`src/rtl/dma_ctrl.sv`:
```
// DMA word-counter controller: decodes instructions and paces an external
// 8-bit word counter through count-down, count-up and free-run modes.
module dma_ctrl (
  input  logic       clk,
  input  logic       rst_n,
  input  logic [2:0] instr,
  input  logic       instr_valid,
  input  logic [7:0] din,
  input  logic       cnt_stb,
  input  logic [7:0] dowc_in,
  output logic       plwc,
  output logic       reswc,
  output logic       enw,
  output logic       incw,
  output logic       decw,
  output logic       wci,
  output logic [7:0] wc_data,
  output logic [1:0] mode,
  output logic [7:0] dout,
  output logic       dout_oe,
  output logic       done,
  output logic       busy
);

  typedef enum logic [1:0] {
    IDLE,
    RUN,
    DONE
  } state_t;

  state_t     state;
  state_t     state_nx;
  logic [1:0] mode_q;
  logic [7:0] word_reg;
  logic       done_q;

  logic       up;
  logic       step;
  logic [7:0] wc_inc;
  logic       term_step;
  logic       term_en;
  logic       wrap3;

  assign up     = mode_q[1] ^ mode_q[0];
  assign step   = (state == RUN) && cnt_stb && !instr_valid;
  assign wc_inc = dowc_in + 8'd1;

  // Terminal tests look at the counter value before this cycle's step.
  assign term_step = ((mode_q == 2'd0) && (dowc_in == 8'd1)) ||
                     ((mode_q == 2'd1) && (wc_inc == word_reg));
  assign term_en   = ((mode_q == 2'd0) && (dowc_in == 8'd0)) ||
                     ((mode_q == 2'd1) && (dowc_in == word_reg) &&
                      (word_reg != 8'd0));
  assign wrap3     = (mode_q == 2'd3) && (dowc_in == 8'd1);

  always_comb begin
    state_nx = state;
    if (instr_valid) begin
      case (instr)
        3'd0, 3'd4, 3'd5, 3'd7: state_nx = IDLE;
        3'd6: if (state == IDLE) state_nx = term_en ? DONE : RUN;
        default: ;
      endcase
    end else if (step && term_step) begin
      state_nx = DONE;
    end
  end

  always_comb begin
    plwc    = 1'b0;
    reswc   = 1'b0;
    enw     = 1'b0;
    incw    = 1'b0;
    decw    = 1'b0;
    wci     = 1'b0;
    wc_data = 8'd0;
    dout    = 8'd0;
    dout_oe = 1'b0;
    if (!rst_n) begin
      reswc = 1'b1;
    end else begin
      wci = (mode_q == 2'd0);
      if (instr_valid) begin
        case (instr)
          3'd1: begin
            dout_oe = 1'b1;
            dout    = {6'b0, mode_q};
          end
          3'd2: begin
            dout_oe = 1'b1;
            dout    = dowc_in;
          end
          3'd3: begin
            dout_oe = 1'b1;
            dout    = word_reg;
          end
          3'd4: begin
            if (up) reswc = 1'b1;
            else begin
              plwc    = 1'b1;
              wc_data = word_reg;
            end
          end
          3'd5: begin
            if (up) reswc = 1'b1;
            else begin
              plwc    = 1'b1;
              wc_data = din;
            end
          end
          default: ;
        endcase
      end else if (step) begin
        enw  = 1'b1;
        incw = up;
        decw = !up;
      end
    end
  end

  always_ff @(posedge clk) begin
    if (!rst_n) begin
      state    <= IDLE;
      mode_q   <= 2'd0;
      word_reg <= 8'd0;
      done_q   <= 1'b0;
    end else begin
      state  <= state_nx;
      done_q <= (state_nx == DONE) || (step && wrap3);
      if (instr_valid && (instr == 3'd0)) mode_q <= din[1:0];
      if (instr_valid && (instr == 3'd5)) word_reg <= din;
    end
  end

  assign mode = rst_n ? mode_q : 2'd0;
  assign done = rst_n && done_q;
  assign busy = rst_n && (state == RUN);

endmodule

```
`config.mk`:
```
export PLATFORM = sky130hd
export DESIGN_NAME = dma_ctrl
export DESIGN_NICKNAME = d
export VERILOG_FILES = /design/src/rtl/dma_ctrl.sv
export SDC_FILE = /design/constraint.sdc
export NUM_CORES = 1
export LEC_CHECK = 0
export BUFFER_PORTS_ARGS = -buffer_cell sky130_fd_sc_hd__buf_2
export CAP_MARGIN = 20
export CORE_MARGIN = 1.5
export CORE_UTILIZATION = 45
export DETAILED_ROUTE_END_ITERATION = 10
export PLACE_DENSITY = 0.75
export SLEW_MARGIN = 20
export SYNTH_ARGS = -nofsm -noshare
export SYNTH_HDL_FRONTEND = slang
export SYNTH_SLANG_ARGS = --single-unit
```
`constraint.sdc`:
```
create_clock -name clk -period 2.1 [get_ports clk]
set_clock_uncertainty 0.05 [all_clocks]
set_input_delay 0.42 -clock clk [delete_from_list [all_inputs] [get_ports clk]]
set_output_delay 0.42 -clock clk [all_outputs]
set_load 0.005 [all_outputs]
```
==> impl_metrics.env, run 1 <==
export IMPL_synth_edf_count=0
export IMPL_worstPathCellList="buf_2 > ha_2 > and2_1 > o21ai_0 > a31oi_1 > or4_4 > o211a_1 > o21a_1"
export IMPL_design_area_um2=1890
export IMPL_cts_tree="yes"
export IMPL_cap_violations=0
export IMPL_hold_depth=3
export IMPL_worstPathArrival_ps=2150
export IMPL_htreeDepth=1
export IMPL_synth_ff_type="dfxtp_1"
export IMPL_worstPathMaxFanout=5
export IMPL_synth_top_cell_by_area="dfxtp_1"
export IMPL_rows=20
export IMPL_setup_viol=0
export IMPL_r2r_slack_ps=100
export IMPL_dieHeight_um=59.3
export IMPL_status="completed"
export IMPL_final_nets=283
export IMPL_hold_ws_ps=334
export IMPL_p_sw_share_pct=32.0
export IMPL_drt_iter0_markers=73
export IMPL_hold_end="word_reg[4]$_SDFFE_PN0P_"
export IMPL_layout_worst_path_cycle_share_pct=96.5
export IMPL_vias_per_cell=5.18
export IMPL_met2WireLength_um=1770
export IMPL_area_growth_pct=32.5
export IMPL_yosysWarningCount=0
export IMPL_antenna_found_initial=0
export IMPL_leakage_nw=0.929
export IMPL_fill_cells=276
export IMPL_start_util_pct=47.0
export IMPL_place_hpwl_um=2930
export IMPL_final_util_pct=62.3
export IMPL_totalPowerFinal_uw=630
export IMPL_fp_dieArea_um2=3510
export IMPL_antenna_cells=0
export IMPL_max_stage_delay_ps=560
export IMPL_grt_pass1_wl_um=6050
export IMPL_peakVddDrop_uv=294
export IMPL_vias=1538
export IMPL_intPower_uw=428
export IMPL_worst_pin_slew_ps=615
export IMPL_synth_distinct_cells=55
export IMPL_synth_seq_cells=13
export IMPL_worstReg2RegStart="word_reg[7]$_SDFFE_PN0P_"
export IMPL_cp_required_ps=2230
export IMPL_fin_crit_ps=2030
export IMPL_relSlewSlack_pct=58.4
export IMPL_fmax_mhz=494
export IMPL_yosys_top_cells_count="nand2_1 (25), nor2_1 (22), mux2i_1 (14)"
export IMPL_worst_slack_ps=74.0
export IMPL_drtAntennaViolNets=0
export IMPL_grt_usage_pct=22.0
export IMPL_clkPwrFrac_pct=25.1
export IMPL_synth_avg_cell_area_um2=7.61
export IMPL_final_max_slew_viol_count=0
export IMPL_ioPinCount=50
export IMPL_hp_start="din[4]"
export IMPL_grt_overflow_total=0
export IMPL_highest_layer="met4"
export IMPL_cp_top_family="simple AND/OR/NAND/NOR gates"
export IMPL_cts_path_max_buffers=2
export IMPL_synth_top_cell_area_share_pct=18.3
export IMPL_grt_pass1_vias=1328
export IMPL_hp_class="input pin to register"
export IMPL_routed_wl_um=3700
export IMPL_routedWlPerCell_um=12.4
export IMPL_netlist_instances=187
export IMPL_setup_tns_ps=0
export IMPL_grt_max_degree=19
export IMPL_drc_errors=0
export IMPL_finalNonFillerCells=297
export IMPL_placed_cell_area_um2=1830
export IMPL_synth_cell_area_um2=1420
export IMPL_place_congestion=0.794
export IMPL_cp_start_kind="input pin"
export IMPL_cts_buffers=3
export IMPL_rsz0062_at_grt="false"
export IMPL_p_per_area_nw_per_um2=334
export IMPL_clk_pin_slew_ps=90
export IMPL_die_w_um=59.3
export IMPL_critPathKind="input pin to register"
export IMPL_cts_root_buf="clkbuf_4"
export IMPL_cts_sinks=13
export IMPL_place_ws_ps=-192
export IMPL_largest_reg_flops=8
export IMPL_clkLatencyLatePin_ps=280
export IMPL_cp_slowest_cell="or4_4"
export IMPL_p_switching_uw=202
export IMPL_cts_hold_buf=0
export IMPL_met3_wirelength_um=181
export IMPL_drive_gt1_share_pct=36.0
export IMPL_dr_pass1_iters=4
export IMPL_r2r_cells=6
export IMPL_synth_fp_nets=216
export IMPL_wl_met1_um=1710
export IMPL_final_hold_viol_count=0
export IMPL_endpoint_kind="register"
export IMPL_r2r_end="done_q$_SDFF_PN0_"
export IMPL_async_flop_share_pct=0
export IMPL_crit_buf_inv=1
export IMPL_p_comb_share_pct=33.6
export IMPL_yosysSeqAreaShare_pct=18.3
export IMPL_core_um2=3030
export IMPL_place_inst=292
export IMPL_power_frac_seq_pct=41.3
export IMPL_synth_area_leaders="dfxtp_1 (18%), mux2i_1 (9.8%), nand2_1 (6.6%), nor2_1 (5.8%), xnor2_1 (5.5%)"
export IMPL_yosysMostFrequentCell="nand2_1"
export IMPL_io_buffers=49
[worst max path at each step]
stage	start	end	slack (ps)	cells after the start
3_5_place_dp	dowc_in[1]	state[0]$_SDFF_PN0_	-190	9
6_report	dowc_in[0]	state[0]$_SDFF_PN0_	70	8
5_1_grt	word_reg[7]$_SDFFE_PN0P_	done_q$_SDFF_PN0_	10	6
3_3_place_gp	dowc_in[0]	state[0]$_SDFF_PN0_	-150	9
2_1_floorplan	dowc_in[0]	state[0]$_SDFF_PN0_	4	8
4_1_cts	state[1]$_SDFF_PN0_	decw	50	6
[metal layers]
layer  global-route usage, %  vias to the layer above
met5                       0                        -
li1                        -                      786
met1                    30.6                      708
met2                    35.8                       42
met3                    2.84                        2
met4                    5.84                        0
[final cells by class]
cell class | count | area [µm²] | area share [%]
repair buffers | 72 | 418 | 22.1
clock buffers | 3 | 22.5 | 1.19
flip-flops and latches | 13 | 263 | 13.9
clock inverters | 1 | 5.00 | 0.265
well taps | 44 | 55.1 | 2.92
inverters | 10 | 37.5 | 1.99
multi-input cells | 154 | 1090 | 57.6
[power groups by stage]
| stage | sequential [mW] | clock [mW] | combinational [mW] |
|---|---|---|---|
| 2_1_floorplan | 0.265 | 0 | 0.125 |
| 3_5_place_dp | 0.265 | 0 | 0.206 |
| 3_3_place_gp | 0.265 | 0 | 0.204 |
| 5_1_grt | 0.261 | 0.171 | 0.234 |
| 4_1_cts | 0.259 | 0.160 | 0.208 |
| 6_report | 0.260 | 0.158 | 0.212 |
[cell usage in the layout (no fill, tap or decap), types with 2 or more instances in the layout]
cell and instances:
a21oi_1 3, nor2b_1 3, and3_1 3, a21boi_0 8
ha_1 4, xnor2_1 9, xor2_1 3, buf_2 49
a22oi_1 2, o211a_1 2, nand4_1 2, nand2_1 25
clkbuf_4 3, o21ai_0 6, dfxtp_2 2, and2_1 7
dfxtp_1 11, nor2_1 22, nor4_1 2, inv_1 10
buf_4 23, mux2i_1 14, nand3_1 5, or4_1 2
[tightest hold or removal path, stage by stage]
cell and delay (ps):
buf_2 100, nand2_1 40, a21boi_0 60
[logic make-up (layout without fill, tap and decap cells)]
| group | count (synthesis) | after routing | share of synthesized area (%) |
|---|---|---|---|
| and+or+nand+nor | 85 | 85 | 31.6 |
| AOI/OAI and AO/OA | 37 | 37 | 20.6 |
| buffers and inverters | 20 | 86 | 7.03 |
| muxes | 14 | 14 | 9.84 |
| DFF | 13 | 13 | 18.3 |
| xor gates and xnor gates | 12 | 12 | 7.38 |
| adders and majority gates | 6 | 6 | 5.27 |
[repair_timing]
| action | in CTS | in global routing |
|---|---|---|
| resized for setup | 0 | 5 |
| setup buffers | 1 | 0 |
| pin swaps | 0 | 4 |
| gates cloned | 0 | 0 |
| endpoints found under the setup margin | 8 | 10 |
| hold endpoints to repair | 0 | 0 |
Note: power is estimated with default switching activity, not from simulation.
==> inputs of run 2 (changes only) <==
RECOVER_POWER = 50   (was unset)
==> run 2 against run 1 <==
Compared with the run above: sequential share of layout area grew 0.13 points; clock-buffer cell count unchanged; clock power barely moved; first-iteration DRC count rose by 6.8%; die area unchanged; critical path type unchanged; non-clock buffer count is the same; highest routed layer unchanged; flip-flop and latch count unchanged; global-route usage stayed put; final cell count unchanged; routed wire length shrank 0.11%.
==> impl_metrics.env, run 2 (synthesized netlist as in run 1, its figures left out) <==
export IMPL_grt_pass1_wl_um=6050
export IMPL_io_buffers=49
export IMPL_crit_buf_inv=1
export IMPL_final_util_pct=61.7
export IMPL_worst_slack_ps=72.4
export IMPL_setup_tns_ps=0
export IMPL_cts_path_max_buffers=2
export IMPL_htreeDepth=1
export IMPL_grtUsageMet1_pct=30.6
export IMPL_fp_dieArea_um2=3510
export IMPL_relSlewSlack_pct=58.3
export IMPL_cts_tree="yes"
export IMPL_largest_reg_flops=8
export IMPL_max_stage_delay_ps=560
export IMPL_worstPathMaxFanout=5
export IMPL_cap_violations=0
export IMPL_final_hold_viol_count=0
export IMPL_mostFrequentLayoutCells="buf_2 (40), nand2_1 (25), nor2_1 (22)"
export IMPL_vias_per_cell=5.16
export IMPL_cp_slowest_cell="or4_4"
export IMPL_worst_pin_slew_ps=617
export IMPL_grt_pass1_vias=1328
export IMPL_vias=1533
export IMPL_core_um2=3030
export IMPL_drt_iter0_markers=78
export IMPL_fin_crit_ps=2030
export IMPL_setup_viol=0
export IMPL_placed_cell_area_um2=1830
export IMPL_dieHeight_um=59.3
export IMPL_critPathKind="input pin to register"
export IMPL_grt_usage_pct=22.0
export IMPL_endpoint_kind="register"
export IMPL_use_met3_pct=2.84
export IMPL_antenna_found_initial=0
export IMPL_crit_cells=8
export IMPL_antenna_cells=0
export IMPL_place_congestion=0.794
export IMPL_worstPathArrival_ps=2150
export IMPL_layout_commonest_cell="buf_2"
export IMPL_drive_gt1_share_pct=32.8
export IMPL_cp_top_family="simple AND/OR/NAND/NOR gates"
export IMPL_peakVddDrop_uv=292
export IMPL_leakage_nw=0.896
export IMPL_hp_class="input pin to register"
export IMPL_die_w_um=59.3
export IMPL_routed_wl_um=3690
export IMPL_worstPathCellList="buf_2 > ha_2 > and2_1 > o21ai_0 > a31oi_1 > or4_4 > o211a_1 > o21a_1"
export IMPL_area_growth_pct=31.3
export IMPL_grt_util_met2_pct=35.8
export IMPL_ioPinCount=50
export IMPL_fmax_mhz=493
export IMPL_top_usage_layer="met2"
export IMPL_dr_pass1_iters=4
export IMPL_cts_buffers=3
export IMPL_layout_worst_path_cycle_share_pct=96.6
export IMPL_place_hpwl_um=2930
export IMPL_clk_pin_slew_ps=90
export IMPL_cp_start_kind="input pin"
export IMPL_fill_cells=279
export IMPL_final_nets=283
export IMPL_design_area_um2=1870
export IMPL_hold_ws_ps=337
export IMPL_grt_overflow_total=0
export IMPL_multi_input_area_um2=1090
export IMPL_clkLatencyLatePin_ps=280
export IMPL_status="completed"
export IMPL_drc_errors=0
export IMPL_seqCellArea_um2=263
export IMPL_cts_hold_buf=0
export IMPL_cp_required_ps=2230
export IMPL_drtAntennaViolNets=0
export IMPL_p_per_area_nw_per_um2=335
export IMPL_hold_depth=3
export IMPL_start_util_pct=47.0
export IMPL_place_ws_ps=-192
export IMPL_r2r_cells=6
export IMPL_rows=20
export IMPL_grt_max_degree=19
export IMPL_routedWlPerCell_um=12.4
export IMPL_final_max_slew_viol_count=0
export IMPL_cts_sinks=13
export IMPL_cts_root_buf="clkbuf_4"
## run 2: final cells by class
| cell class | instances | area share [%] |
|---|---|---|
| Clock buffer | 3 | 1.20 |
| Clock inverter | 1 | 0.268 |
| Inverter | 10 | 2.01 |
| Multi-Input combinational cell | 154 | 58.1 |
| Sequential cell | 13 | 14.1 |
| Tap cell | 44 | 2.95 |
| Timing Repair Buffer | 72 | 21.4 |
## run 2: metrics by stage
stage               power [mW]  cells
floorplan                0.390    187
global placement         0.469    292
detailed placement       0.471    292
CTS                      0.627    297
global route             0.663    297
finish                   0.626    297
## run 2: worst reg2reg max path, cell delays in order (launching register included)
cell      delay (ps)
dfxtp_2          360
or4_1            550
o211ai_2         200
o311a_1          180
o221a_2          190
and3b_1          170
a22o_1           190
## run 2: report_power, final
part           internal [mW]  switching (mW)  leakage [nW]
clock                 0.0706          0.0871        0.0177
combinational          0.101           0.108         0.772
sequential             0.254         0.00664         0.107
total                  0.425           0.201         0.896
## run 2: what timing repair did
action,in CTS,in global routing
setup buffers,1,0
gates resized for setup,0,5
setup endpoints to repair,8,10
pin swaps,0,4
## run 2: path summary, 6_finish.rpt
check                                start                       end  slack, ps
setup / recovery                dowc_in[0]       state[0]$_SDFF_PN0_         70
hold / removal                      din[4]  word_reg[4]$_SDFFE_PN0P_        340
setup reg to reg  word_reg[7]$_SDFFE_PN0P_         done_q$_SDFF_PN0_        100
hold reg to reg   word_reg[4]$_SDFFE_PN0P_  word_reg[4]$_SDFFE_PN0P_        470
## run 2: metal layers
metal	up-vias	wire length, µm
li1	786	-
met4	0	27
met5	-	0
met1	705	1700
met3	2	174
met2	40	1790
